**src/rtl/sram_ctrl.sv**
```systemverilog
// Purpose: sequences one word request from mem into SETUP/ACCESS/HOLD strobes on an async 32-bit SRAM.
// Latency: ready low for WAIT_CYCLES+2 cycles per request; done and read data in the last of them.
// Backpressure: ready=1 only in IDLE; requests seen while busy are ignored, so mem holds sram_ce until done.
//
// Ports:
//   clk, rst                       rising-edge clock, synchronous active-high reset
//   sram_ce/we/addr/sel/wdata      request from mem, accepted on an edge with sram_ce && ready
//   ready, done, rdata             handshake back to mem; rdata holds the last read word
//   ext_addr/dq_o/dq_oe/dq_i       external SRAM address and data pads
//   ext_ce_n/oe_n/we_n/be_n        external SRAM strobes, active low
module sram_ctrl #(
    parameter int ADDR_WIDTH  = 10,
    parameter int DATA_WIDTH  = 32,
    parameter int WAIT_CYCLES = 2
) (
    input  logic                    clk,
    input  logic                    rst,
    input  logic                    sram_ce,
    input  logic                    sram_we,
    input  logic [ADDR_WIDTH-1:0]   sram_addr,
    input  logic [DATA_WIDTH/8-1:0] sram_sel,
    input  logic [DATA_WIDTH-1:0]   sram_wdata,
    output logic                    ready,
    output logic                    done,
    output logic [DATA_WIDTH-1:0]   rdata,
    output logic [ADDR_WIDTH-1:0]   ext_addr,
    output logic [DATA_WIDTH-1:0]   ext_dq_o,
    output logic                    ext_dq_oe,
    input  logic [DATA_WIDTH-1:0]   ext_dq_i,
    output logic                    ext_ce_n,
    output logic                    ext_oe_n,
    output logic                    ext_we_n,
    output logic [DATA_WIDTH/8-1:0] ext_be_n
);

    localparam int SEL_W = DATA_WIDTH / 8;
    localparam int CNT_W = (WAIT_CYCLES > 1) ? $clog2(WAIT_CYCLES) : 1;

    typedef enum logic [1:0] {
        S_IDLE,
        S_SETUP,
        S_ACCESS,
        S_HOLD
    } state_t;

    state_t                state_q, state_d;
    logic [CNT_W-1:0]      cnt_q, cnt_d;
    logic                  we_q, we_d;
    logic                  ready_q, ready_d;
    logic                  done_q, done_d;
    logic [DATA_WIDTH-1:0] rdata_q, rdata_d;
    logic [ADDR_WIDTH-1:0] ext_addr_q, ext_addr_d;
    logic [DATA_WIDTH-1:0] ext_dq_o_q, ext_dq_o_d;
    logic                  ext_dq_oe_q, ext_dq_oe_d;
    logic                  ext_ce_n_q, ext_ce_n_d;
    logic                  ext_oe_n_q, ext_oe_n_d;
    logic                  ext_we_n_q, ext_we_n_d;
    logic [SEL_W-1:0]      ext_be_n_q, ext_be_n_d;

    // Every output is computed one cycle ahead so the pads come straight from flops.
    always_comb begin
        state_d     = state_q;
        cnt_d       = cnt_q;
        we_d        = we_q;
        ready_d     = ready_q;
        done_d      = done_q;
        rdata_d     = rdata_q;
        ext_addr_d  = ext_addr_q;
        ext_dq_o_d  = ext_dq_o_q;
        ext_dq_oe_d = ext_dq_oe_q;
        ext_ce_n_d  = ext_ce_n_q;
        ext_oe_n_d  = ext_oe_n_q;
        ext_we_n_d  = ext_we_n_q;
        ext_be_n_d  = ext_be_n_q;
        case (state_q)
            S_IDLE: begin
                if (sram_ce && ready_q) begin
                    state_d    = S_SETUP;
                    ready_d    = 1'b0;
                    we_d       = sram_we;
                    ext_addr_d = sram_addr;
                    ext_ce_n_d = 1'b0;
                    if (sram_we) begin
                        ext_dq_o_d  = sram_wdata;
                        ext_dq_oe_d = 1'b1;
                        ext_be_n_d  = ~sram_sel;
                    end else begin
                        ext_oe_n_d = 1'b0;
                        ext_be_n_d = '0;
                    end
                end
            end
            S_SETUP: begin
                // Address and data have had a full cycle to settle before we_n falls.
                state_d = S_ACCESS;
                cnt_d   = CNT_W'(WAIT_CYCLES - 1);
                if (we_q) begin
                    ext_we_n_d = 1'b0;
                end
            end
            S_ACCESS: begin
                if (cnt_q == '0) begin
                    state_d    = S_HOLD;
                    ext_we_n_d = 1'b1;
                    ext_oe_n_d = 1'b1;
                    done_d     = 1'b1;
                    // Sample while oe_n is still low, on the same edge it rises.
                    if (!we_q) begin
                        rdata_d = ext_dq_i;
                    end
                end else begin
                    cnt_d = cnt_q - 1'b1;
                end
            end
            S_HOLD: begin
                // Address, byte enables and write data stay put through HOLD for hold time.
                state_d     = S_IDLE;
                done_d      = 1'b0;
                ready_d     = 1'b1;
                ext_ce_n_d  = 1'b1;
                ext_be_n_d  = '1;
                ext_dq_oe_d = 1'b0;
            end
            default: begin
                state_d = S_IDLE;
            end
        endcase
    end

    always_ff @(posedge clk) begin
        if (rst) begin
            state_q     <= S_IDLE;
            cnt_q       <= '0;
            we_q        <= 1'b0;
            ready_q     <= 1'b1;
            done_q      <= 1'b0;
            rdata_q     <= '0;
            ext_addr_q  <= '0;
            ext_dq_o_q  <= '0;
            ext_dq_oe_q <= 1'b0;
            ext_ce_n_q  <= 1'b1;
            ext_oe_n_q  <= 1'b1;
            ext_we_n_q  <= 1'b1;
            ext_be_n_q  <= '1;
        end else begin
            state_q     <= state_d;
            cnt_q       <= cnt_d;
            we_q        <= we_d;
            ready_q     <= ready_d;
            done_q      <= done_d;
            rdata_q     <= rdata_d;
            ext_addr_q  <= ext_addr_d;
            ext_dq_o_q  <= ext_dq_o_d;
            ext_dq_oe_q <= ext_dq_oe_d;
            ext_ce_n_q  <= ext_ce_n_d;
            ext_oe_n_q  <= ext_oe_n_d;
            ext_we_n_q  <= ext_we_n_d;
            ext_be_n_q  <= ext_be_n_d;
        end
    end

    assign ready     = ready_q;
    assign done      = done_q;
    assign rdata     = rdata_q;
    assign ext_addr  = ext_addr_q;
    assign ext_dq_o  = ext_dq_o_q;
    assign ext_dq_oe = ext_dq_oe_q;
    assign ext_ce_n  = ext_ce_n_q;
    assign ext_oe_n  = ext_oe_n_q;
    assign ext_we_n  = ext_we_n_q;
    assign ext_be_n  = ext_be_n_q;

endmodule

```
**config.mk**
```make
export PLATFORM = sky130hd
export DESIGN_NAME = sram_ctrl
export DESIGN_NICKNAME = d
export VERILOG_FILES = /design/src/rtl/sram_ctrl.sv
export SDC_FILE = /design/constraint.sdc
export NUM_CORES = 1
export LEC_CHECK = 0
export ABC_AREA = 1
export CORE_MARGIN = 1.5
export CORE_UTILIZATION = 36
export CTS_CLUSTER_SIZE = 14
export DETAILED_ROUTE_END_ITERATION = 8
export HOLD_SLACK_MARGIN = 0.1
export PLACE_DENSITY = 0.83
export SKIP_CTS_REPAIR_TIMING = 1
export SLEW_MARGIN = 10
export SYNTH_ARGS = -nofsm -noshare
export SYNTH_HDL_FRONTEND = slang
export SYNTH_SLANG_ARGS = --single-unit
```
**constraint.sdc**
```tcl
create_clock -name clk -period 1.2 [get_ports clk]
set_input_delay 0.12 -clock clk [delete_from_list [all_inputs] [get_ports clk]]
set_output_delay 0.12 -clock clk [all_outputs]
set_load 0.01 [all_outputs]
```
==> run_results.csv, run 1 <==
group,metric,value,unit
outcome,status,"finished, violations left",
outcome,violations,"negative setup slack",
yosys,synth.most_common_cell,"nor2_1",
timing,worst_pin_slew,276.3,ps
worst_hold_path,hp-class,"in2reg",
cts,cts.htree.levels,3,
yosys,post-synth-top-area-cell,"dfxtp_1",
yosys,ys_top_cells_by_area,"dfxtp_1 (52%), nor2_1 (13%), o21ai_0 (10%)",
grt,grt_max_degree,38,
power_and_ir_drop,sw_frac_of_total,0.3607,
place,portBuffers,165,
critical_path,crit_type,"reg2reg",
run,cap_viol_max_count,0,
yosys,ys_seq_area_frac,0.5233,
route,first_iter_violations,127,
critical_path,start_kind,"flop",
power_and_ir_drop,pwr-share-seq,0.329,
critical_path,ff2ff_path_depth,7,
route,drc,0,
yosys,synth_top_cells_by_count,"nor2_1 (115), dfxtp_1 (87), o21ai_0 (68), nand2_1 (32), nor2_2 (21)",
critical_path,r2r_start,"state_q[0]",
floorplanning,die_w,99.15,um
place,place.gp.congestion,0.7919,
timing,slew_violations,0,
worst_hold_path,holdPathStages,3,
timing,timing.fmax,0.7088,GHz
grt,grt_pass1_vias,3198,
grt,grt_pass1_wl,14.96,mm
yosys,synth_area,3328,um^2
yosys,synth_cell_types,23,
route,routedWlPerCell,16.26,um
critical_path,reg2reg_to,"rdata[31]",
critical_path,worstPathMaxFanout,7,
timing,rsz0062_at_grt,"yes",
power_and_ir_drop,intPower,8.081,mW
cts,clock_path_buffers,2,
power_and_ir_drop,cellPowerDensity,1986,nW/um^2
cts,cts_root_buffer,"clkbuf_8",
yosys,ys_async_sr_fraction,0,
yosys,syn-mean-instance-area,8.078,um^2
power_and_ir_drop,leakage,3.749,nW
timing,period_share,1.176,
critical_path,path_cells,"inv_2 -> buf_4 -> ha_4 -> nand3_4 -> clkbuf_16 -> o21ai_1 -> nor2_1",
floorplanning,die_area,9831,um^2
yosys,synth_top_area_share,0.5233,
place,pre_cts_ws,-252.9,ps
power_and_ir_drop,netSwitchingPower,4.560,mW
timing,setup_viol,80,
yosys,ys_ff_latch,87,
cts,cts_buffers,9,
route,drtAntennaViolNets,0,
finish,regArea,1745,um^2
place,dp_hpwl,6.769,mm
floorplanning,fp.dieH,99.15,um
route,vias,3640,
worst_hold_path,hold_end,"ext_dq_o[16]",
timing,worst_slack,-210.8,ps
grt,grt_overflow,0,
timing,slew_headroom,0.8139,
yosys,synth_flop_cell,"dfxtp_1",
critical_path,r2r_setup_slack,-210,ps
finish,multi_input_area,1687,um^2
power_and_ir_drop,power.total,12.64,mW
timing,hold-worst-slack,349.2,ps
finish,post-route-util,0.7192,
yosys,synth-edff-count,0,
cts,cts_tree,"built",
yosys,synth_cells,412,
yosys,syn-num-nets,500,
timing,hold_viol,0,
route,drt_wl_total,11.81,mm
finish,drive_gt1_frac,0.2718,
cts,clock_sinks,87,
critical_path,crit_path_end_kind,"flop",
grt,grt_usage,0.1863,
finish,n_antenna_cell,0,
floorplanning,initial_utilization,0.3761,
critical_path,worst_path_largest_cell_delay,330,ps
grt,grt_antenna_before_repair,0,
timing,finalClockSkew,16.47,ps
timing,layout_min_cycle_time,1411,ps
power_and_ir_drop,p_comb_frac,0.499,
yosys,ys_warn_count,0,
cts,clk_latency,350,ps
floorplanning,ios,166,
power_and_ir_drop,peakVddDrop,0.8811,mV
finish,fillers,628,
route,viasPerCell,5.014,
floorplanning,num_rows,34,
power_and_ir_drop,p_clk_frac,0.173,
finish,syn_to_final_growth,91.20,%
critical_path,cp_slowest_cell,"dfxtp_2",
finish,final_nets,701,
cts,clk_pin_slew,90,ps
critical_path,cp.required,1430,ps
critical_path,cp.arrival,1640,ps
route,drt_first_pass_iters,5,
worst_hold_path,hp-start,"sram_wdata[16]",
floorplanning,core-area,8848,um^2
per-layer routing:
metal	global-route usage	wire length [um]
met1	0.2320	4680
met2	0.3151	6118
met3	0.05060	799
met4	0.05959	209
met5	0	0
cells in the final DEF, fill, tap and decap left out, drive strengths merged:
| master | count |
|---|---|
| a21oi | 14 |
| buf | 42 |
| bufinv | 1 |
| clkbuf | 17 |
| clkdlybuf4s50 | 81 |
| clkinv | 2 |
| clkinvlp | 1 |
| dfxtp | 87 |
| dlymetal6s2s | 84 |
| ha | 6 |
| inv | 16 |
| nand2 | 34 |
| nand3 | 20 |
| nor2 | 137 |
| nor3 | 1 |
| o21ai | 75 |
logic make-up after synthesis:
family,count (synthesis),share of synthesized area
AND/OR/NAND/NOR,192,0.2481
flip-flops,87,0.5233
buffers and inverters,38,0.07105
AO/OA/AOI/OAI,89,0.1350
adder cells (fa/ha/maj),6,0.02256
how the worst max path moves through the flow:
stage,startpoint,to,slack [ps],depth (start not counted)
2_1_floorplan,state_q[0],rdata[21],-20,6
3_3_place_gp,sram_we,ext_dq_o[7],-200,6
3_5_place_dp,sram_we,ext_dq_o[8],-250,6
4_1_cts,state_q[0],ext_dq_o[23],-260,8
5_1_grt,state_q[0],rdata[23],-280,8
6_report,state_q[0],rdata[31],-210,7
metrics by stage:
stage | std cells | area [um^2] | TNS (ps)
finish | 726 | 6364 | -10110
global route | 726 | 6364 | -14990
CTS | 703 | 5434 | -26090
detailed placement | 687 | 5219 | -13130
global placement | 687 | 5219 | -10990
floorplan | 412 | 3354 | -639.9
worst max-delay path: cells and delay by family (launching register included):
| family | cells | cell delay, ps |
|---|---|---|
| buf+inv | 3 | 430 |
| flops | 1 | 330 |
| simple gates | 2 | 280 |
| fa+ha+maj | 1 | 140 |
| compound gates | 1 | 140 |
power by group through the flow:
stage | clock (mW) | combinational (mW) | sequential, mW
2_1_floorplan | 0 | 1.93 | 4.51
4_1_cts | 2.21 | 4.79 | 4.12
3_3_place_gp | 0 | 4.63 | 4.13
5_1_grt | 2.35 | 6.74 | 4.24
6_report | 2.18 | 6.30 | 4.16
3_5_place_dp | 0 | 4.76 | 4.17
registers in the layout, indices dropped and copies added, names as in the netlist:
signal,cells
state_q,2
cnt_q,1
rdata,32
ext_addr,10
ext_dq_o,32
we_q,1
ext_ce_n,1
done,1
ext_we_n,1
ext_be_n,4
ext_oe_n,1
ext_dq_oe,1
cell type report:
cell class | count | share of cell area
well taps | 108 | 0.02123
repair buffers | 213 | 0.3901
flip-flops and latches | 87 | 0.2743
inverters | 13 | 0.01121
clock inverters | 5 | 0.01003
repair inverters | 2 | 0.004326
clock buffers | 11 | 0.02379
multi-input cells | 287 | 0.2650
Power figures use the tool's default switching activity.
==> run 2, diff against run 1 <==
--- a/config.mk
+++ b/config.mk
@@ -12,6 +12,7 @@
 export DETAILED_ROUTE_END_ITERATION = 8
 export HOLD_SLACK_MARGIN = 0.1
 export PLACE_DENSITY = 0.83
+export RECOVER_POWER = 100
 export SKIP_CTS_REPAIR_TIMING = 1
 export SLEW_MARGIN = 10
 export SYNTH_ARGS = -nofsm -noshare
==> run 2 against run 1 <==
Core utilization unchanged. Critical endpoint unchanged. Wire length down 0.11%. Critical path type unchanged. Flip-flop and latch count unchanged. Design area unchanged. Clock power about the same. Largest power group unchanged. Register-to-register slack about the same. Sequential share of layout area unchanged. Fmax about the same. The flow still finishes with violations (negative setup slack).
==> run_results.csv, run 2 (synthesis gave the netlist of run 1 again) <==
group,metric,value,unit
outcome,status,"finished, violations left",
outcome,violations,"negative setup slack",
finish,final_common_cell,"nor2_1",
cts,cts_root_buffer,"clkbuf_8",
power_and_ir_drop,netSwitchingPower,4.549,mW
floorplanning,core-area,8848,um^2
timing,period_share,1.176,
timing,slew_headroom,0.8244,
finish,final_nets,701,
route,routedWlPerCell,16.25,um
timing,timing.fmax,0.7086,GHz
cts,cts_tree,"built",
place,portBuffers,165,
route,drt_first_pass_iters,4,
floorplanning,fp.dieH,99.15,um
timing,rsz0062_at_grt,"yes",
floorplanning,initial_utilization,0.3761,
route,viasPerCell,4.986,
critical_path,endpoint,"rdata[31]",
grt,grt_pass1_vias,3198,
power_and_ir_drop,cellPowerDensity,1993,nW/um^2
cts,cts_buffers,9,
place,dp_hpwl,6.769,mm
grt,grt_antenna_before_repair,0,
cts,clk_latency,340,ps
critical_path,cp.required,1430,ps
finish,n_antenna_cell,0,
route,drtAntennaViolNets,0,
timing,worst_slack,-211.3,ps
floorplanning,die_w,99.15,um
power_and_ir_drop,p_comb_frac,0.501,
timing,worst_pin_slew,260.7,ps
route,drc,0,
floorplanning,die_area,9831,um^2
timing,setup_viol,79,
route,first_iter_violations,131,
grt,grt_max_degree,38,
finish,drive_gt1_frac,0.2718,
critical_path,ff2ff_path_depth,7,
timing,slew_violations,0,
floorplanning,num_rows,34,
timing,finalClockSkew,14.25,ps
power_and_ir_drop,leakage,3.749,nW
power_and_ir_drop,p_clk_frac,0.171,
floorplanning,ios,166,
power_and_ir_drop,intPower,8.136,mW
finish,final_cell_mix,"nor2_1 (97), dfxtp_1 (84), clkdlybuf4s50_1 (81)",
power_and_ir_drop,sw_frac_of_total,0.3586,
critical_path,cp.arrival,1640,ps
critical_path,r2r_start,"state_q[0]",
critical_path,critPathLaunch,"state_q[0]",
power_and_ir_drop,peakVddDrop,0.8917,mV
critical_path,reg2reg_to,"rdata[31]",
cts,clock_path_buffers,2,
critical_path,start_kind,"flop",
grt,grt_overflow,0,
finish,post-route-util,0.7192,
critical_path,crit_path_end_kind,"flop",
cts,cts.htree.levels,3,
timing,hold_viol,0,
run,cap_viol_max_count,0,
grt,grt_usage,0.1863,
worst_hold_path,hp-class,"in2reg",
timing,layout_min_cycle_time,1411,ps
critical_path,worstPathMaxFanout,7,
critical_path,crit_type,"reg2reg",
route,vias,3620,
power_and_ir_drop,pwr-share-seq,0.328,
route,drt_wl_total,11.80,mm
grt,grt_pass1_wl,14.96,mm
finish,fin_area,6364,um^2
power_and_ir_drop,power.total,12.68,mW
place,postPlaceCellArea,5219,um^2
cts,clock_sinks,87,
cts,clk_pin_slew,90,ps
finish,syn_to_final_growth,91.20,%
place,place.gp.congestion,0.7919,
critical_path,r2r_setup_slack,-210,ps
[run 2: power groups by stage]
stage	combinational (mW)	sequential, mW	clock, mW
floorplan	1.93	4.51	0
detailed placement	4.76	4.17	0
global route	6.79	4.24	2.35
CTS	4.79	4.12	2.21
global placement	4.63	4.13	0
finish	6.35	4.16	2.17
[run 2: metrics by stage]
stage                     worst slack [ps]  hold WS (ps)  cells  TNS, ps
final                               -211.3         350.6    726   -10190
after floorplan                     -21.17         199.3    412   -639.9
after detailed placement            -252.9         456.5    687   -13130
after global routing                -277.5         343.0    726   -14990
after global placement              -204.1         447.4    687   -10990
after CTS                           -256.5         330.1    703   -26090
[run 2: how the worst min path moves through the flow]
stage / start / end / slack [ps] / cells after the start
after detailed placement: ext_addr[3] / ext_addr[3] / 460 / 2
after floorplan: rst / done / 200 / 1
final: sram_wdata[16] / ext_dq_o[16] / 350 / 3
after global placement: ext_we_n / ext_we_n / 450 / 2
after global routing: sram_wdata[16] / ext_dq_o[16] / 340 / 3
after CTS: sram_wdata[16] / ext_dq_o[16] / 330 / 3
[run 2: per-layer routing]
| metal | vias to the layer above | share of wire | GRT usage |
|---|---|---|---|
| li1 | 1735 | - | - |
| met1 | 1715 | 0.40 | 0.2320 |
| met2 | 145 | 0.51 | 0.3151 |
| met3 | 25 | 0.066 | 0.05060 |
| met4 | 0 | 0.019 | 0.05959 |
| met5 | - | 0 | 0 |
[run 2: layout make-up]
class,instances,area (um^2)
Fill cell,628,2485
Timing Repair Buffer,213,2482
Sequential cell,87,1745
Multi-Input combinational cell,287,1687
Clock buffer,11,151.4
Tap cell,108,135.1
Inverter,13,71.32
Clock inverter,5,63.81
Timing Repair inverter,2,27.53
[run 2: worst max-delay path: stages, from the launching register on]
cell	delay [ps]
dfxtp_2	330
inv_2	70
buf_4	120
ha_4	140
nand3_4	200
clkbuf_16	240
o21ai_1	140
nor2_1	80
